### src/rtl/dsp_pkg.sv
// Shared definitions for the DSP48E2 operand staging blocks: C-path width,
// zero-extension helper and parameter legality checks.
package dsp_pkg;

   localparam int DSP_C_WIDTH = 48;

   // Clears every bit at or above 'width' so a narrow operand reaches the
   // C port with its upper bits forced to zero.
   function automatic logic [DSP_C_WIDTH-1:0] dsp_zext(input logic [DSP_C_WIDTH-1:0] value,
                                                       input int width);
      logic [DSP_C_WIDTH-1:0] mask;
      mask = '0;
      for (int i = 0; i < DSP_C_WIDTH; i++) begin
         if (i < width) mask[i] = 1'b1;
      end
      return value & mask;
   endfunction

   // Staging buffers use power-of-two depths from 2 to 16 so the
   // pointers wrap naturally.
   function automatic bit dsp_depth_ok(input int depth);
      return (depth >= 2) && (depth <= 16) && ((depth & (depth - 1)) == 0);
   endfunction

   // Operands must fit the 48-bit C path.
   function automatic bit dsp_width_ok(input int width);
      return (width >= 1) && (width <= DSP_C_WIDTH);
   endfunction

endpackage

### src/rtl/dsp_in_fifo_if.sv
// Handshake bundle for dsp_in_fifo: the producer side (in_*), the DSP
// consumer side (out_*) and the occupancy count.
interface dsp_in_fifo_if
   import dsp_pkg::*;
#(
   parameter int width = 48,
   parameter int depth = 4
);

   logic                       in_valid;
   logic                       in_ready;
   logic [width-1:0]           in_data;
   logic                       out_valid;
   logic                       out_ready;
   logic [DSP_C_WIDTH-1:0]     out_data;
   logic [$clog2(depth):0]     count;

   // Environment view: drives operands in and consumes the head entry.
   modport master (
      output in_valid, in_data, out_ready,
      input  in_ready, out_valid, out_data, count
   );

   // Buffer view.
   modport slave (
      input  in_valid, in_data, out_ready,
      output in_ready, out_valid, out_data, count
   );

endinterface

### src/rtl/dsp_in_fifo_mem.sv
// depth x width register file: one synchronous write port and one
// asynchronous read port. Storage is deliberately left without reset.
module dsp_in_fifo_mem #(
   parameter int width = 48,
   parameter int depth = 4
) (
   input  logic                       clock,
   input  logic                       i_wrEn,
   input  logic [$clog2(depth)-1:0]   i_wrAddr,
   input  logic [width-1:0]           i_wrData,
   input  logic [$clog2(depth)-1:0]   i_rdAddr,
   output logic [width-1:0]           o_rdData
);

   logic [width-1:0] r_mem [depth];

   // Capture the operand into the addressed entry on an accepted push.
   always_ff @(posedge clock) begin
      if (i_wrEn) r_mem[i_wrAddr] <= i_wrData;
   end

   assign o_rdData = r_mem[i_rdAddr];

endmodule

### src/rtl/dsp_in_fifo.sv
// First-word-fall-through operand buffer in front of the combinational DSP
// C-path. Pointers and occupancy live here; in_ready/out_valid decode only
// from the registered count, so the two handshakes never chain.
module dsp_in_fifo
   import dsp_pkg::*;
#(
   parameter int width = 48,
   parameter int depth = 4
) (
   input  logic           clock,
   input  logic           reset,
   input  logic           flush,
   dsp_in_fifo_if.slave   bus
);

   localparam int PW = $clog2(depth);
   localparam int CW = PW + 1;

   generate
      if (!dsp_width_ok(width)) begin : g_badWidth
         $error("dsp_in_fifo: width %0d outside 1..48", width);
      end
      if (!dsp_depth_ok(depth)) begin : g_badDepth
         $error("dsp_in_fifo: depth %0d must be a power of two in 2..16", depth);
      end
   endgenerate

   logic [PW-1:0]    r_wrPtr;
   logic [PW-1:0]    r_rdPtr;
   logic [CW-1:0]    r_count;
   logic             w_full;
   logic             w_empty;
   logic             w_push;
   logic             w_pop;
   logic [width-1:0] w_head;

   assign w_full  = (r_count == CW'(depth));
   assign w_empty = (r_count == '0);
   assign w_push  = bus.in_valid & ~w_full & ~flush;
   assign w_pop   = ~w_empty & bus.out_ready & ~flush;

   assign bus.in_ready  = ~w_full;
   assign bus.out_valid = ~w_empty;
   assign bus.count     = r_count;

   dsp_in_fifo_mem #(
      .width (width),
      .depth (depth)
   ) u_mem (
      .clock    (clock),
      .i_wrEn   (w_push),
      .i_wrAddr (r_wrPtr),
      .i_wrData (bus.in_data),
      .i_rdAddr (r_rdPtr),
      .o_rdData (w_head)
   );

   // Advance pointers on push/pop and track occupancy; flush wins over
   // both and simply discards whatever handshake was in flight.
   always_ff @(posedge clock or posedge reset) begin
      if (reset) begin
         r_wrPtr <= '0;
         r_rdPtr <= '0;
         r_count <= '0;
      end else if (flush) begin
         r_wrPtr <= '0;
         r_rdPtr <= '0;
         r_count <= '0;
      end else begin
         if (w_push) r_wrPtr <= r_wrPtr + PW'(1);
         if (w_pop)  r_rdPtr <= r_rdPtr + PW'(1);
         if (w_push && !w_pop)      r_count <= r_count + CW'(1);
         else if (w_pop && !w_push) r_count <= r_count - CW'(1);
      end
   end

   assign bus.out_data = w_empty ? '0 : dsp_zext(DSP_C_WIDTH'(w_head), width);

endmodule

### src/flat_wrapper.sv
// flat-port wrapper written by rule: the top's interface ports become plain ports
module dsp_in_fifo_flat import dsp_pkg::*;
#(
   parameter int width = 48,
   parameter int depth = 4
)
  (clock, reset, flush, bus_in_valid, bus_in_data, bus_out_ready, bus_in_ready, bus_out_valid, bus_out_data, bus_count);
  dsp_in_fifo_if #(.width(width), .depth(depth)) bus_i ();
  input  logic clock;
  input  logic reset;
  input  logic flush;
  input wire logic [$bits(bus_i.in_valid)-1:0] bus_in_valid;
  input wire logic [$bits(bus_i.in_data)-1:0] bus_in_data;
  input wire logic [$bits(bus_i.out_ready)-1:0] bus_out_ready;
  output wire logic [$bits(bus_i.in_ready)-1:0] bus_in_ready;
  output wire logic [$bits(bus_i.out_valid)-1:0] bus_out_valid;
  output wire logic [$bits(bus_i.out_data)-1:0] bus_out_data;
  output wire logic [$bits(bus_i.count)-1:0] bus_count;
  assign bus_i.in_valid = bus_in_valid;
  assign bus_i.in_data = bus_in_data;
  assign bus_i.out_ready = bus_out_ready;
  assign bus_in_ready = bus_i.in_ready;
  assign bus_out_valid = bus_i.out_valid;
  assign bus_out_data = bus_i.out_data;
  assign bus_count = bus_i.count;
  dsp_in_fifo #(.width(width), .depth(depth)) u_core (.clock(clock), .reset(reset), .flush(flush), .bus(bus_i));
endmodule
### config.mk
export PLATFORM = sky130hd
export DESIGN_NAME = dsp_in_fifo_flat
export DESIGN_NICKNAME = d
export VERILOG_FILES = /design/src/rtl/dsp_pkg.sv /design/src/rtl/dsp_in_fifo_if.sv /design/src/rtl/dsp_in_fifo_mem.sv /design/src/rtl/dsp_in_fifo.sv /design/src/flat_wrapper.sv
export SDC_FILE = /design/constraint.sdc
export NUM_CORES = 1
export LEC_CHECK = 0
export CAP_MARGIN = 20
export CELL_PAD_IN_SITES_DETAIL_PLACEMENT = 1
export CELL_PAD_IN_SITES_GLOBAL_PLACEMENT = 1
export CORE_ASPECT_RATIO = 1.1
export CORE_MARGIN = 2
export CORE_UTILIZATION = 47
export DETAILED_ROUTE_END_ITERATION = 6
export MAX_ROUTING_LAYER = met4
export PLACE_DENSITY = 0.87
export RECOVER_POWER = 50
export SETUP_SLACK_MARGIN = 0.2
export SYNTH_ARGS = -nofsm -noshare
export SYNTH_HDL_FRONTEND = slang
export SYNTH_SLANG_ARGS = --single-unit
### constraint.sdc
create_clock -name clock -period 3.46 [get_ports clock]
set_clock_uncertainty 0.1 [all_clocks]
set_input_delay 0.692 -clock clock [delete_from_list [all_inputs] [get_ports clock]]
set_output_delay 0.692 -clock clock [all_outputs]
set_load 0.1 [all_outputs]
# Word level (Yosys, flattened, before mapping)

Memories as Yosys holds them, arrays and structs flattened.
Index checks and enable logic that the tools add are counted.

Flip-flop bits (word level): 7
Memory bits (writable): 192
Bits of input ports: 53
Memories kept: 1

Add/subtract/negate cells: 4
Equality and inequality tests: 1
Multiplexer cells: 10
Bitwise logic cells: 7
Reduce and logical (&&, ||, !) cells: 8

Memory list:

| memory             | depth | bits a word | rd ports | clocked after memory_dff | write ports | line                  | RTL |
|---|---|---|---|---|---|---|---|
| u_core.u_mem.r_mem | 4     | 48          | 1        | 0                        | 1           | dsp_in_fifo_mem.sv:15 | `logic [width-1:0] r_mem [depth];` |

Operators by type and width:

| kind                                                                | number |
|---|---|
| 48-bit 2-to-1 mux                                                   | 1 |
| 3-bit 2-to-1 mux                                                    | 3 |
| 2-bit 2-to-1 mux                                                    | 4 |
| 2-bit by 1-bit adder with 2-bit output (second input constant)      | 2 |
| 1-bit bitwise AND                                                   | 4 |
| 2-bit nonzero test                                                  | 2 |
| 3-bit by 1-bit adder with 3-bit output (second input constant)      | 1 |
| 3-bit == test (second input constant)                               | 1 |
| 3-bit logical NOT                                                   | 1 |
| 1-bit NOT                                                           | 3 |
| 3-bit nonzero test                                                  | 1 |
| 3-bit by 1-bit subtractor with 3-bit output (second input constant) | 1 |
| 1-bit logical AND                                                   | 2 |
| 1-bit logical NOT                                                   | 2 |
| 1-bit 2-to-1 mux                                                    | 2 |

# Depth between registers and ports, before layout

Depth after elaboration: 9
Gate-level depth with buffers: 10
Gate-level depth less buffers: 9

# By module

Synthesis repeated with hierarchy kept, for this count alone.

Cell total of the unflattened synthesis: 370
Area total of the unflattened synthesis: 7850.0 µm²

By module, submodules not included:

| module          | times used | cells an instance | area each (µm²) | sequential area each (µm²) |
|---|---|---|---|---|
| dsp_in_fifo_mem | 1          | 254               | 6949.2          | 5765.5 |
| dsp_in_fifo     | 1          | 116               | 900.9           | 175.2 |

# Least setup slack after synthesis

OpenSTA, ideal clock, no wires.

Path kind: register to output
From: register u_core.r_count[2], in the netlist u_core.bus.count[2]
To: output port bus_out_data[38]
Arrival: 3.311 ns
Required time: 2.668 ns
Path slack: -0.643 ns
Cell stages (with the launch flop): 6
Cells stage by stage: dfrtp_1 -> buf_2 -> or3_1 -> buf_2 -> clkbuf_1 -> and2_1

Cells in the longest elaborated chain, start to end: 2

RTL lines:

| element                | line               | RTL |
|---|---|---|
| start, declared        | dsp_in_fifo.sv:30  | `logic [CW-1:0] r_count;` |
| start signal, assigned | dsp_in_fifo.sv:72  | `if (w_push && !w_pop) r_count <= r_count + CW'(1);` |
| start signal, assigned | dsp_in_fifo.sv:73  | `else if (w_pop && !w_push) r_count <= r_count - CW'(1);` |
| 3-bit logical NOT      | dsp_in_fifo.sv:38  | `assign w_empty = (r_count == '0);` |
| 48-bit 2-to-1 mux      | dsp_in_fifo.sv:77  | `assign bus.out_data = w_empty ? '0 : dsp_zext(DSP_C_WIDTH'(w_head), width);` |
| end, declared          | flat_wrapper.sv:17 | `output wire logic [$bits(bus_i.out_data)-1:0] bus_out_data;` |

Every way passes these cells.

# Final worst setup path

From: input port bus_in_valid
To: memory u_core.u_mem.r_mem[0][34], enable pin

Cells in the longest elaborated chain, start to end: 4

RTL lines:

| element                                | line                  | RTL |
|---|---|---|
| start, declared                        | flat_wrapper.sv:12    | `input wire logic [$bits(bus_i.in_valid)-1:0] bus_in_valid;` |
| 1-bit bitwise AND (2 in a row)         | dsp_in_fifo.sv:39     | `assign w_push = bus.in_valid & ~w_full & ~flush;` |
| 1-bit 2-to-1 mux                       | dsp_in_fifo_mem.sv:19 | `if (i_wrEn) r_mem[i_wrAddr] <= i_wrData;` |
| 1-bit 2-to-1 mux (implied by the code) | dsp_in_fifo_mem.sv:19 |  |
| end, declared                          | dsp_in_fifo_mem.sv:15 |  |

Every way passes these cells.

==> results.cfg <==
[status]
status = completed

[floorplan]
fp-row-count = 49
dieWidth_um = 127
ioPinCount = 106
dieArea_um2 = 17600
core-area_um2 = 16300
initial_utilization = 0.478
die_h_um = 139

[timing]
timing.final.crit_share = 0.889
rsz0062_at_grt = no
slew_viol_final = 0
worstMarginPinSlew_ns = 1.16
setup_viol = 0
tns_ns = 0
finalHoldViolCount = 0
max_slew_margin = 0.229
period_minus_slack_ns = 3.08
max_freq_mhz = 325

[grt]
grt_pass1_wl_um = 24600
grt_pass1_vias = 4351
antenna_found_initial = 3
grt_use_total = 0.193
grt_max_degree = 52
grt_overflow = 0

[synthesis]
syn_inst = 367
yosys-top-cells-area = edfxtp_1 (74%), mux4_2 (14%), and2_1 (4.3%)
synth_most_common_cell = edfxtp_1
ys.warnings.count = 0
postSynthAreaPerCell_um2 = 21.3
synth_nets = 425
synthArstFlopShare = 0.0352
ys_ff_latch = 199
syn_area_um2 = 7800
synth_commonest_cells = edfxtp_1 (192), and2_1 (53), mux4_2 (48)
ys_seq_area_frac = 0.762
ys.flop_type = edfxtp_1
yosysTopAreaCell = edfxtp_1
ys_types = 31
synth_edf_count = 192
yosysTopAreaCellShare = 0.739

[cts]
cts_buffers = 17
cts.path.max_buffers = 2
h-tree-depth = 4
cts_sinks = 199
clock_latency_ns = 0.42
cts_tree = done
cts_root_buf = clkbuf_16
ctsResizeCount = 0
clkTransAtPathRegs_ns = 0.07

[route]
firstDrtPassIters = 4
vias = 3805
routedWlPerCell_um = 21.9
drt_first_iter_violations = 248
via_per_inst = 5.41
post-route-drc-count = 0
ant_nets = 0
drt-total-wl_um = 15400

[placement]
placed_cells = 663
gp_congestion = 0.842
portBuffers = 105
place_hpwl_um = 9130

[min_path]
holdCritStartpoint = u_core.r_wrPtr[1]
min-delay-path-class = reg -> reg
min_path_cells = 2
whs_endpoint = u_core.r_wrPtr[1]

[final_layout]
syn2layout_area_growth_pct = 23.8
fill_cells = 1389
finalNonFillerCells = 703
layout-drive-gt1-share = 0.321
post-route-util = 0.592
nNetsFinal = 541
multi_input_area_um2 = 1720
register_area_um2 = 5950

[critical_path]
cp.arrival_ns = 3.02
rr_startpoint = u_core.bus.count[0]
worstSetupPathType = in -> reg
rrSetupSlack_ns = 0.55
startpoint_type = primary input
r2r-end = u_core.bus.count[2]
worstSetupEndpointType = flop
cp_max_fo = 18
reg2reg_depth = 9
critPathRequiredTime_ns = 3.40

[flow_run]
maxCapViolCount = 0
worst max-delay path by stage:
stage               slack (ns)                 from  cells past startpoint                   endpoint
floorplan                 0.24  u_core.bus.count[1]                      4           bus_out_data[38]
global placement          0.35         bus_in_valid                      8        u_core.bus.count[1]
detailed placement        0.08         bus_in_valid                      8        u_core.bus.count[1]
CTS                       0.25    u_core.r_rdPtr[0]                      4           bus_out_data[25]
global route              0.20         bus_in_valid                      5  u_core.u_mem.r_mem[0][34]
finish                    0.38         bus_in_valid                      5  u_core.u_mem.r_mem[0][34]
repair_timing:
item | CTS | global route
endpoints found under the hold margin | 0 | 0
setup buffers | 0 | 5
hold buffers | 0 | 0
setup endpoints to repair | 0 | 18
through the flow:
stage / hold WS, ns / setup WS, ns / instance area (um^2)
2_1_floorplan: 0.395 / 0.242 / 7820
3_3_place_gp: 0.475 / 0.348 / 9020
3_5_place_dp: 0.520 / 0.0839 / 9020
4_1_cts: 0.423 / 0.251 / 9630
5_1_grt: 0.586 / 0.195 / 9650
6_report: 0.544 / 0.384 / 9650
critical path: stages:
cell and delay [ns]:
dlygate4sd3_1 0.75, nand2_2 0.15, nor2_1 0.30, and2_0 0.28, dlymetal6s2s_1 0.83
cells by family after synthesis:
group / Yosys count / synth area share
buffers and inverters: 28 / 0.0204
and+or+nand+nor: 72 / 0.0549
muxes: 49 / 0.140
AOI/OAI and AO/OA: 7 / 0.00642
DFF: 199 / 0.762
adders and majority gates: 5 / 0.00898
xor gates and xnor gates: 7 / 0.00786
cells in the final DEF, fill, tap and decap left out, drive strengths merged, types with 2 or more instances in the layout:
cell type      synthesis  routed
bufinv                 0       4
mux4                  48      48
nor2                   8       8
nor3                   2       2
buf                   17      63
clkbuf                 5      23
dfrtp                  7       7
clkdlybuf4s50          0       2
edfxtp               192     192
clkinvlp               0       2
inv                    6       7
xor2                   4       4
ha                     4       4
clkinv                 0       5
nand3                  2       2
nand2                  5       5
dlygate4sd3            0      50
diode                  0       3
and2                  53      53
xnor2                  3       3
sequential cells by signal, summed over array words and instances, names as in the netlist:
name / flops
u_core.r_wrPtr: 2
u_core.bus.count: 3
u_core.r_rdPtr: 2
u_core.u_mem.r_mem: 192
layout make-up:
class | count | share of cell area
tap | 204 | 0.0264
clock buffer | 20 | 0.0452
sequential | 199 | 0.616
multi-input combinational | 140 | 0.178
inverter | 6 | 0.00233
timing repair buffer | 119 | 0.113
clock inverter | 12 | 0.0183
antenna | 3 | 0.000778
routing by layer:
metal / global-route usage / routed length [um]
met5: - / 0
met1: 0.245 / 6550
met3: 0.0486 / 616
met2: 0.308 / 7980
met4: 0.0648 / 243
Power is not shown: default switching activity piles up to over one toggle a cycle in this logic, so the estimate is an artifact.
